<file path="src/rtl/cordic_pkg.sv">
// Shared CORDIC constants and types: angle scaling, fold cases and default data width.
// Imported by the pre-rotation stage and the downstream vectoring stages.
package cordic_pkg;

    localparam int unsigned CORDIC_WIDTH = 32;

    // Angles are signed degrees scaled by 1e6.
    localparam int                 ANGLE_SCALE = 1_000_000;
    localparam logic signed [31:0] ANGLE_90    = 32'(90 * ANGLE_SCALE);

    typedef enum logic [1:0] {
        FOLD_NONE,
        FOLD_POS90,
        FOLD_NEG90
    } fold_e;

endpackage

</file>
<file path="src/rtl/cordic_skid_fifo.sv">
// Two-entry FIFO between the fold logic and the pipeline feeder; owns count and pointers.
// push_ready depends only on registered state and stays low until the first edge after reset.
module cordic_skid_fifo #(
    parameter int unsigned DATA_W = 8
) (
    input  logic              clock,
    input  logic              reset,
    input  logic              push,
    input  logic [DATA_W-1:0] push_data,
    output logic              push_ready,
    input  logic              pop,
    output logic              pop_valid,
    output logic [DATA_W-1:0] pop_data
);

    logic [1:0]        count_q, count_d;
    logic              wr_ptr_q, rd_ptr_q;
    logic              init_q;
    logic [DATA_W-1:0] mem_q [2];
    logic              do_push, do_pop;

    assign pop_valid  = (count_q != 2'd0);
    assign push_ready = init_q && (count_q != 2'd2);
    assign do_push    = push && push_ready;
    assign do_pop     = pop && pop_valid;
    assign pop_data   = mem_q[rd_ptr_q];

    always_comb begin
        count_d = count_q;
        case ({do_push, do_pop})
            2'b10:   count_d = count_q + 2'd1;
            2'b01:   count_d = count_q - 2'd1;
            default: count_d = count_q;
        endcase
    end

    always_ff @(posedge clock or negedge reset) begin
        if (!reset) begin
            count_q  <= 2'd0;
            wr_ptr_q <= 1'b0;
            rd_ptr_q <= 1'b0;
            init_q   <= 1'b0;
            mem_q[0] <= '0;
            mem_q[1] <= '0;
        end else begin
            init_q  <= 1'b1;
            count_q <= count_d;
            if (do_push) begin
                mem_q[wr_ptr_q] <= push_data;
                wr_ptr_q        <= ~wr_ptr_q;
            end
            if (do_pop) begin
                rd_ptr_q <= ~rd_ptr_q;
            end
        end
    end

endmodule

</file>
<file path="src/rtl/cordic_vectoring_prerotate.sv">
// Folds signed (x, y) samples into the right half-plane ahead of the CORDIC vectoring pipeline.
// Optional CORDIC_PRESCALE_EN halves the folded vector to leave headroom for the CORDIC gain.
module cordic_vectoring_prerotate
    import cordic_pkg::*;
#(
    parameter int unsigned WIDTH = CORDIC_WIDTH,
    parameter int unsigned TAG_W = 8
) (
    input  logic                    clock,
    input  logic                    reset,
    input  logic                    in_valid,
    output logic                    in_ready,
    input  logic signed [WIDTH-1:0] in_x,
    input  logic signed [WIDTH-1:0] in_y,
    output logic                    out_valid,
    input  logic                    out_ready,
    output logic signed [WIDTH-1:0] out_x,
    output logic signed [WIDTH-1:0] out_y,
    output logic signed [31:0]      out_base_angle,
    output logic                    out_zero,
    output logic [TAG_W-1:0]        out_tag
);

    localparam int unsigned PAYLOAD_W = 2 * WIDTH + 2 + 1 + TAG_W;
    localparam logic signed [WIDTH-1:0] MIN_VAL = {1'b1, {(WIDTH-1){1'b0}}};
    localparam logic signed [WIDTH-1:0] MAX_VAL = {1'b0, {(WIDTH-1){1'b1}}};

    function automatic logic signed [WIDTH-1:0] sat_neg(input logic signed [WIDTH-1:0] v);
        return (v == MIN_VAL) ? MAX_VAL : -v;
    endfunction

    fold_e                   fold_case;
    logic signed [WIDTH-1:0] fold_x, fold_y;
    logic signed [WIDTH-1:0] cond_x, cond_y;
    logic                    is_zero;
    logic [TAG_W-1:0]        tag_q;
    logic [PAYLOAD_W-1:0]    push_data, pop_data;

    logic signed [WIDTH-1:0] head_x, head_y;
    logic [1:0]              head_case;
    logic                    head_zero;
    logic [TAG_W-1:0]        head_tag;

    // (0, 0) has a clear sign bit, so it naturally takes the no-fold branch.
    always_comb begin
        fold_case = FOLD_NONE;
        fold_x    = in_x;
        fold_y    = in_y;
        if (in_x[WIDTH-1]) begin
            if (!in_y[WIDTH-1]) begin
                fold_case = FOLD_POS90;
                fold_x    = in_y;
                fold_y    = sat_neg(in_x);
            end else begin
                fold_case = FOLD_NEG90;
                fold_x    = sat_neg(in_y);
                fold_y    = in_x;
            end
        end
    end

`ifdef CORDIC_PRESCALE_EN
    assign cond_x = fold_x >>> 1;
    assign cond_y = fold_y >>> 1;
`else
    assign cond_x = fold_x;
    assign cond_y = fold_y;
`endif

    assign is_zero   = (in_x == '0) && (in_y == '0);
    assign push_data = {cond_x, cond_y, fold_case, is_zero, tag_q};

    always_ff @(posedge clock or negedge reset) begin
        if (!reset) begin
            tag_q <= '0;
        end else if (in_valid && in_ready) begin
            tag_q <= tag_q + TAG_W'(1);
        end
    end

    cordic_skid_fifo #(
        .DATA_W (PAYLOAD_W)
    ) u_fifo (
        .clock      (clock),
        .reset      (reset),
        .push       (in_valid),
        .push_data  (push_data),
        .push_ready (in_ready),
        .pop        (out_ready),
        .pop_valid  (out_valid),
        .pop_data   (pop_data)
    );

    assign {head_x, head_y, head_case, head_zero, head_tag} = pop_data;

    // Outputs read zero whenever the buffer is empty, including during and right after reset.
    always_comb begin
        out_x          = '0;
        out_y          = '0;
        out_base_angle = '0;
        out_zero       = 1'b0;
        out_tag        = '0;
        if (out_valid) begin
            out_x    = head_x;
            out_y    = head_y;
            out_zero = head_zero;
            out_tag  = head_tag;
            case (head_case)
                FOLD_POS90: out_base_angle = ANGLE_90;
                FOLD_NEG90: out_base_angle = -ANGLE_90;
                default:    out_base_angle = '0;
            endcase
        end
    end

endmodule
</file>
<file path="config.mk">
export PLATFORM = sky130hd
export DESIGN_NAME = cordic_vectoring_prerotate
export DESIGN_NICKNAME = d
export VERILOG_FILES = /design/src/rtl/cordic_pkg.sv /design/src/rtl/cordic_skid_fifo.sv /design/src/rtl/cordic_vectoring_prerotate.sv
export SDC_FILE = /design/constraint.sdc
export NUM_CORES = 1
export LEC_CHECK = 0
export ABC_CLOCK_PERIOD_IN_PS = 1990
export CELL_PAD_IN_SITES_DETAIL_PLACEMENT = 0
export CELL_PAD_IN_SITES_GLOBAL_PLACEMENT = 1
export CORE_MARGIN = 5
export CORE_UTILIZATION = 36
export DETAILED_ROUTE_END_ITERATION = 8
export GPL_ROUTABILITY_DRIVEN = 1
export PLACE_DENSITY_LB_ADDON = 0.12
export SYNTH_ARGS = -nofsm -noshare
export SYNTH_HDL_FRONTEND = slang
export SYNTH_SLANG_ARGS = --single-unit
</file>
<file path="constraint.sdc">
create_clock -name clock -period 1.99 [get_ports clock]
set_input_delay 0.398 -clock clock [delete_from_list [all_inputs] [get_ports clock]]
set_output_delay 0.398 -clock clock [all_outputs]
set_load 0.01 [all_outputs]
</file>
Yosys cells after proc, flatten, opt, wreduce, memory -nomap -nowiden
Cells that the tools add are included.
{"block": "classes", "order_cmp": 3, "bitwise": 4, "n_reduce_logical": 9, "mux": 21, "n_addsub": 5, "eq_ne": 7}
{"cell": "$mux W75", "n": 4}
{"cell": "$mux W32", "n": 9}
{"cell": "$bwmux W150", "n": 1}
{"cell": "$demux W75 S1", "n": 1}
{"cell": "$eq A32 B32 Y1 const B", "n": 2}
{"cell": "$logic_not A32 Y1", "n": 2}
{"cell": "$neg A32 Y32", "n": 2}
{"cell": "$pmux W32 S2", "n": 1}
{"cell": "$add A8 B1 Y8 const B", "n": 1}
{"cell": "$mux W8", "n": 1}
{"cell": "$logic_and A1 B1 Y1", "n": 5}
{"cell": "$eq A2 B1 Y1 const B", "n": 2}
{"cell": "$eq A2 B2 Y1 const B", "n": 2}
{"cell": "$ge A2 B2 Y1 const B", "n": 2}
{"cell": "$mux W2", "n": 2}
{"cell": "$not A1 Y2", "n": 2}
{"cell": "$pmux W2 S2", "n": 1}
{"cell": "$reduce_bool A2 Y1", "n": 2}
{"cell": "$add A2 B1 Y2 const B", "n": 1}
{"cell": "$lt A2 B1 Y1 const B", "n": 1}
{"cell": "$ne A2 B2 Y1 const B", "n": 1}
{"cell": "$not A1 Y1", "n": 2}
{"cell": "$sub A2 B1 Y2 const B", "n": 1}
{"cell": "$mux W1", "n": 1}
{"block": "totals", "regBits": 163, "word_cells": 56, "out_inout_bits": 107, "input_bits": 68}

Longest topological paths before layout
{"block": "logic_depth", "word_depth": 7, "depth_mapped": 10, "ltp_nobuf": 8}

Cells and area by module
From an unflattened synthesis, not the netlist that was laid out.
{"block": "hier_totals", "cells_unflattened": 976, "hier_area_um2": 10437.5}
{"module": "cordic_skid_fifo", "instances": 1, "area_each_um2": 6859.1, "seq_area_each_um2": 3878.7, "cells_per_inst": 419}
{"module": "cordic_vectoring_prerotate", "instances": 1, "area_each_um2": 3578.4, "seq_area_each_um2": 200.2, "cells_per_inst": 557}

Worst setup path after synthesis
No wires, ideal clock.
{"block": "synth_timing", "path_kind": "input -> register", "startpoint": "in in_y[0]", "endpoint": "reg u_fifo.mem_q[83] (netlist bit)", "required_ns": 1.913, "path_buffers": 1, "setup_time_ns": 0.077, "path_slack_ns": -0.795, "arrival_ns": 2.708, "cell_stages": 8, "cell_sequence": "inv_1 -> ha_1 -> or3b_1 -> or4_4 -> or4_1 -> buf_2 -> or4_1 -> o21ai_1"}
{"block": "synth_between", "elab_chain_len": 3}
{"item": "start, declared", "line": "cordic_vectoring_prerotate.sv:14", "source": "input logic signed [WIDTH-1:0] in_y,"}
{"item": "$logic_not A32 Y1", "line": "cordic_vectoring_prerotate.sv:70", "source": "assign is_zero = (in_x == '0) && (in_y == '0);"}
{"item": "$logic_and A1 B1 Y1", "line": "cordic_vectoring_prerotate.sv:70"}
{"item": "$bwmux W150", "line": "cordic_skid_fifo.sv:49", "source": "mem_q[wr_ptr_q] <= push_data;"}
{"item": "end signal, assigned by index", "line": "cordic_skid_fifo.sv:49"}
{"item": "end, declared", "line": "cordic_skid_fifo.sv:19", "source": "logic [DATA_W-1:0] mem_q [2];"}
No other way between the ends.
A chain may end at the register's enable or synchronous reset.

Final worst setup path
{"block": "layout_timing", "startpoint": "in in_y[6]", "endpoint": "reg u_fifo.mem_q[83] (netlist bit)"}
Same word-level chain as after synthesis.

==> impl_metrics.toml <==
[run_status]
status = "finished, violations left"
violations = "negative setup slack"

[critical_path]
required_ps = 2340
criticalPathCategory = "input pin to register"
crit_path_top_delay_cell = "or4_4"
slowest_delay_ps = 610
crit_fanout = 5
path_cells = "buf_6 -> or4_4 -> or4_4 -> or4_4 -> buf_12 -> or4_4 -> o21ai_1"
worstPathArrival_ps = 2980
crit_buf_inv = 2
cp-start-kind = "input pin"
critPathTopFamily = "simple AND/OR/NAND/NOR gates"
cpMostUsedCell = "or4_4"
endpoint_kind = "register"

[yosys]
ys_seq_area_share_pct = 41.76
synth_top_cell_by_area = "dfrtp_1"
yosys_warnings = 0
synth_flop_cell = "dfrtp_1"
synthCells = 1126
ys_top_cells_by_area = "dfrtp_1 42%, mux2i_1 8.8%, nand2_1 6.9%, nor2_1 5.6%, o21ai_0 4.2%"
synth_cell_types = 62
synth.most_common_cell = "nand2_1"
ys_ff_latch = 163
synth_top_area_share_pct = 41.76
synth_area_um2 = 9768
syn_area_per_cell_um2 = 8.675
synth-edff-count = 0
postSynth.asyncResetShare_pct = 100.0
netlist_top_cells_count = "180 x nand2_1, 163 x dfrtp_1, 147 x nor2_1"

[clock_network]
cts.sinks = 163
cts.path.max_buffers = 2
cts_tree = "done"
htreeDepth = 4
cts.clk_slew.worst_paths_ps = 70
cts_root_buf = "clkbuf_16"
cts_buffers = 17
clk_latency_ps = 430

[die]
fp.dieH_um = 174.7
rows = 60
die_area_um2 = 30530
coreArea_um2 = 26800
die_x_um = 174.7
io_pins = 175
start_util_pct = 36.45

[placement]
port_buffers = 167
place_congestion = 0.9204
dp_cells = 1761
dp_hpwl_um = 27180

[pwr]
p_sw_share_pct = 38.72
p_switching_w = 0.007738
p_per_area_nw_per_um2 = 1233
power_frac_clock_pct = 16.5
p_int_w = 0.01225
leakagePower_nw = 7.371
combPwrFrac_pct = 54.2
vdd_drop_max_v = 0.0006532
pwr-share-seq_pct = 29.2

[global_routing]
grtUsageTotal_pct = 24.06
met3_usage_pct = 4.327
grt_pass1_vias = 10020
grt_max_degree = 52
grtUsageMet2_pct = 38.75
grt_pass1_wl_um = 57770
grt.busiest_layer = "met2"
grt_util_met1_pct = 33.70
grt-ovfl-total = 0
antenna_found_initial = 0

[sta]
postLayoutSetupSlackWorst_ps = -640.9
skew_ps = 14.22
rsz0062_at_grt = "true"
hold_violations = 0
period_share_pct = 132.2
max_freq_mhz = 380.1
max_slew.worst_pin.slew_ps = 570.8
slew_headroom_pct = 61.63
drv_slew = 0
setup_violations = 217
fin_crit_ps = 2631

[drt]
vias = 9863
drc_errors = 0
drt-vias-per-instance = 5.274
drt_iter0_drc = 598
ant_nets = 0
finalWirelength_um = 37810
first_pass_iters = 5
post_drt_wl_per_cell_um = 20.22

[layout]
num-fill-cells = 2338
finalNonFillerCells = 1870
area_delta_synth_final_pct = 65.86
postLayoutCoreUtil_pct = 60.45
drive_above_1_share_pct = 46.30
num_antenna_cells = 0
fin_nets = 1590

[run]
maxCapViolCount = 0

[min_path]
hold_path_class = "input pin to register"
[worst paths after layout]
kind / start / endpoint / slack, ps / cells past startpoint
max in group asynchronous: reset / u_fifo.rd_ptr_q$_DFFE_PN0P_ / 830 / 3
min in group asynchronous: reset / u_fifo.mem_q[108]$_DFFE_PN0P_ / 510 / 2
max reg2reg: u_fifo.count_q[0]$_DFFE_PN0P_ / u_fifo.mem_q[105]$_DFFE_PN0P_ / 60 / 8
min: in_y[6] / u_fifo.mem_q[92]$_DFFE_PN0P_ / 410 / 4
min reg2reg: u_fifo.mem_q[1]$_DFFE_PN0P_ / u_fifo.mem_q[1]$_DFFE_PN0P_ / 480 / 2
max: in_y[6] / u_fifo.mem_q[83]$_DFFE_PN0P_ / -640 / 7
[cells by family after synthesis]
logic type | synth area share [%]
AO/OA/AOI/OAI | 15.56
XOR/XNOR | 4.035
adder cells (fa/ha/maj) | 0.7685
buffers and inverters | 6.251
flip-flops | 41.76
multiplexers | 12.50
other | 0.07688
AND/OR/NAND/NOR | 19.05
[through the flow]
stage	setup slack (ps)	hold slack [ps]	total power [W]	TNS [ps]	instance area (um^2)
floorplan	-658.4	102.4	0.01040	-63140	10010
global placement	-1395	386.6	0.01471	-160280	13440
detailed placement	-1407	391.8	0.01484	-161060	13440
CTS	-621.1	397.8	0.01883	-71300	15190
global route	-615.8	387.6	0.02131	-72310	16200
finish	-640.9	405.2	0.01998	-61370	16200
[layout by cell type (no fill, tap or decap), types with 6 or more instances in the layout]
master and count:
mux2i_1 52, dlymetal6s2s_1 6, buf_2 87, buf_6 87, mux2i_4 20, clkbuf_16 17
nand2_1 171, o22ai_1 8, clkdlybuf4s50_1 24, a21oi_1 12, inv_1 11, buf_8 13
mux2_2 10, a21oi_4 7, conb_1 8, o21ai_0 17, mux2_4 22, dfrtp_1 162
a31oi_1 18, or4_4 10, o31ai_1 8, nor2_4 7, dlygate4sd2_1 9, o21ai_2 16
inv_8 6, nor3_1 10, xnor2_1 23, o22ai_4 7, mux2i_2 14, xor2_1 14
o211ai_1 7, nor4_4 9, o21ai_1 51, buf_12 19, a31oi_4 10, nand4_1 9
a21oi_2 10, nor2_1 135, buf_4 216, a22o_1 8
[sequential cells by signal, summed over array words and instances (netlist names)]
name	flops
u_fifo.mem_q	150
tag_q	8
u_fifo.count_q	2
u_fifo.init_q	1
u_fifo.rd_ptr_q	1
u_fifo.wr_ptr_q	1
[power by group through the flow]
stage | combinational, W | sequential [W] | clock, W
5_1_grt | 0.0118 | 0.00604 | 0.00351
3_5_place_dp | 0.00918 | 0.00566 | 0
2_1_floorplan | 0.00499 | 0.00540 | 0
6_report | 0.0108 | 0.00584 | 0.00331
3_3_place_gp | 0.00912 | 0.00559 | 0
4_1_cts | 0.00969 | 0.00576 | 0.00337
[what timing repair did]
action | in CTS | in global routing
cloned | 5 | 1
resized for setup | 716 | 257
endpoints found under the setup margin | 230 | 228
pin swaps | 108 | 114
endpoints found under the hold margin | 44 | 0
hold buffers | 1 | 0
setup buffers | 53 | 51
[worst reg2reg max path, cell delays in order (launching register included)]
cell	delay (ps)
dfrtp_1	410
buf_4	160
o21a_1	210
and2_1	180
buf_4	160
nand2b_2	150
buf_12	270
nor2_1	90
a22o_1	190
[final cells by class]
type                       instances  area (um^2)  area share (%)
clock buffer                      17        425.4           2.626
clock inverter                    15        170.2           1.050
multi-input combinational        840         6809           42.03
tap                              341        426.7           2.633
inverter                          19        106.4          0.6564
timing repair buffer             475         4182           25.81
sequential                       163         4083           25.20
[routing by layer]
layer,share of wire (%),vias to the layer above
li1,-,4707
met1,46,4806
met2,47,302
met3,4.9,48
met4,2.2,0
met5,0,-
Note: power is estimated with default switching activity, not from simulation.
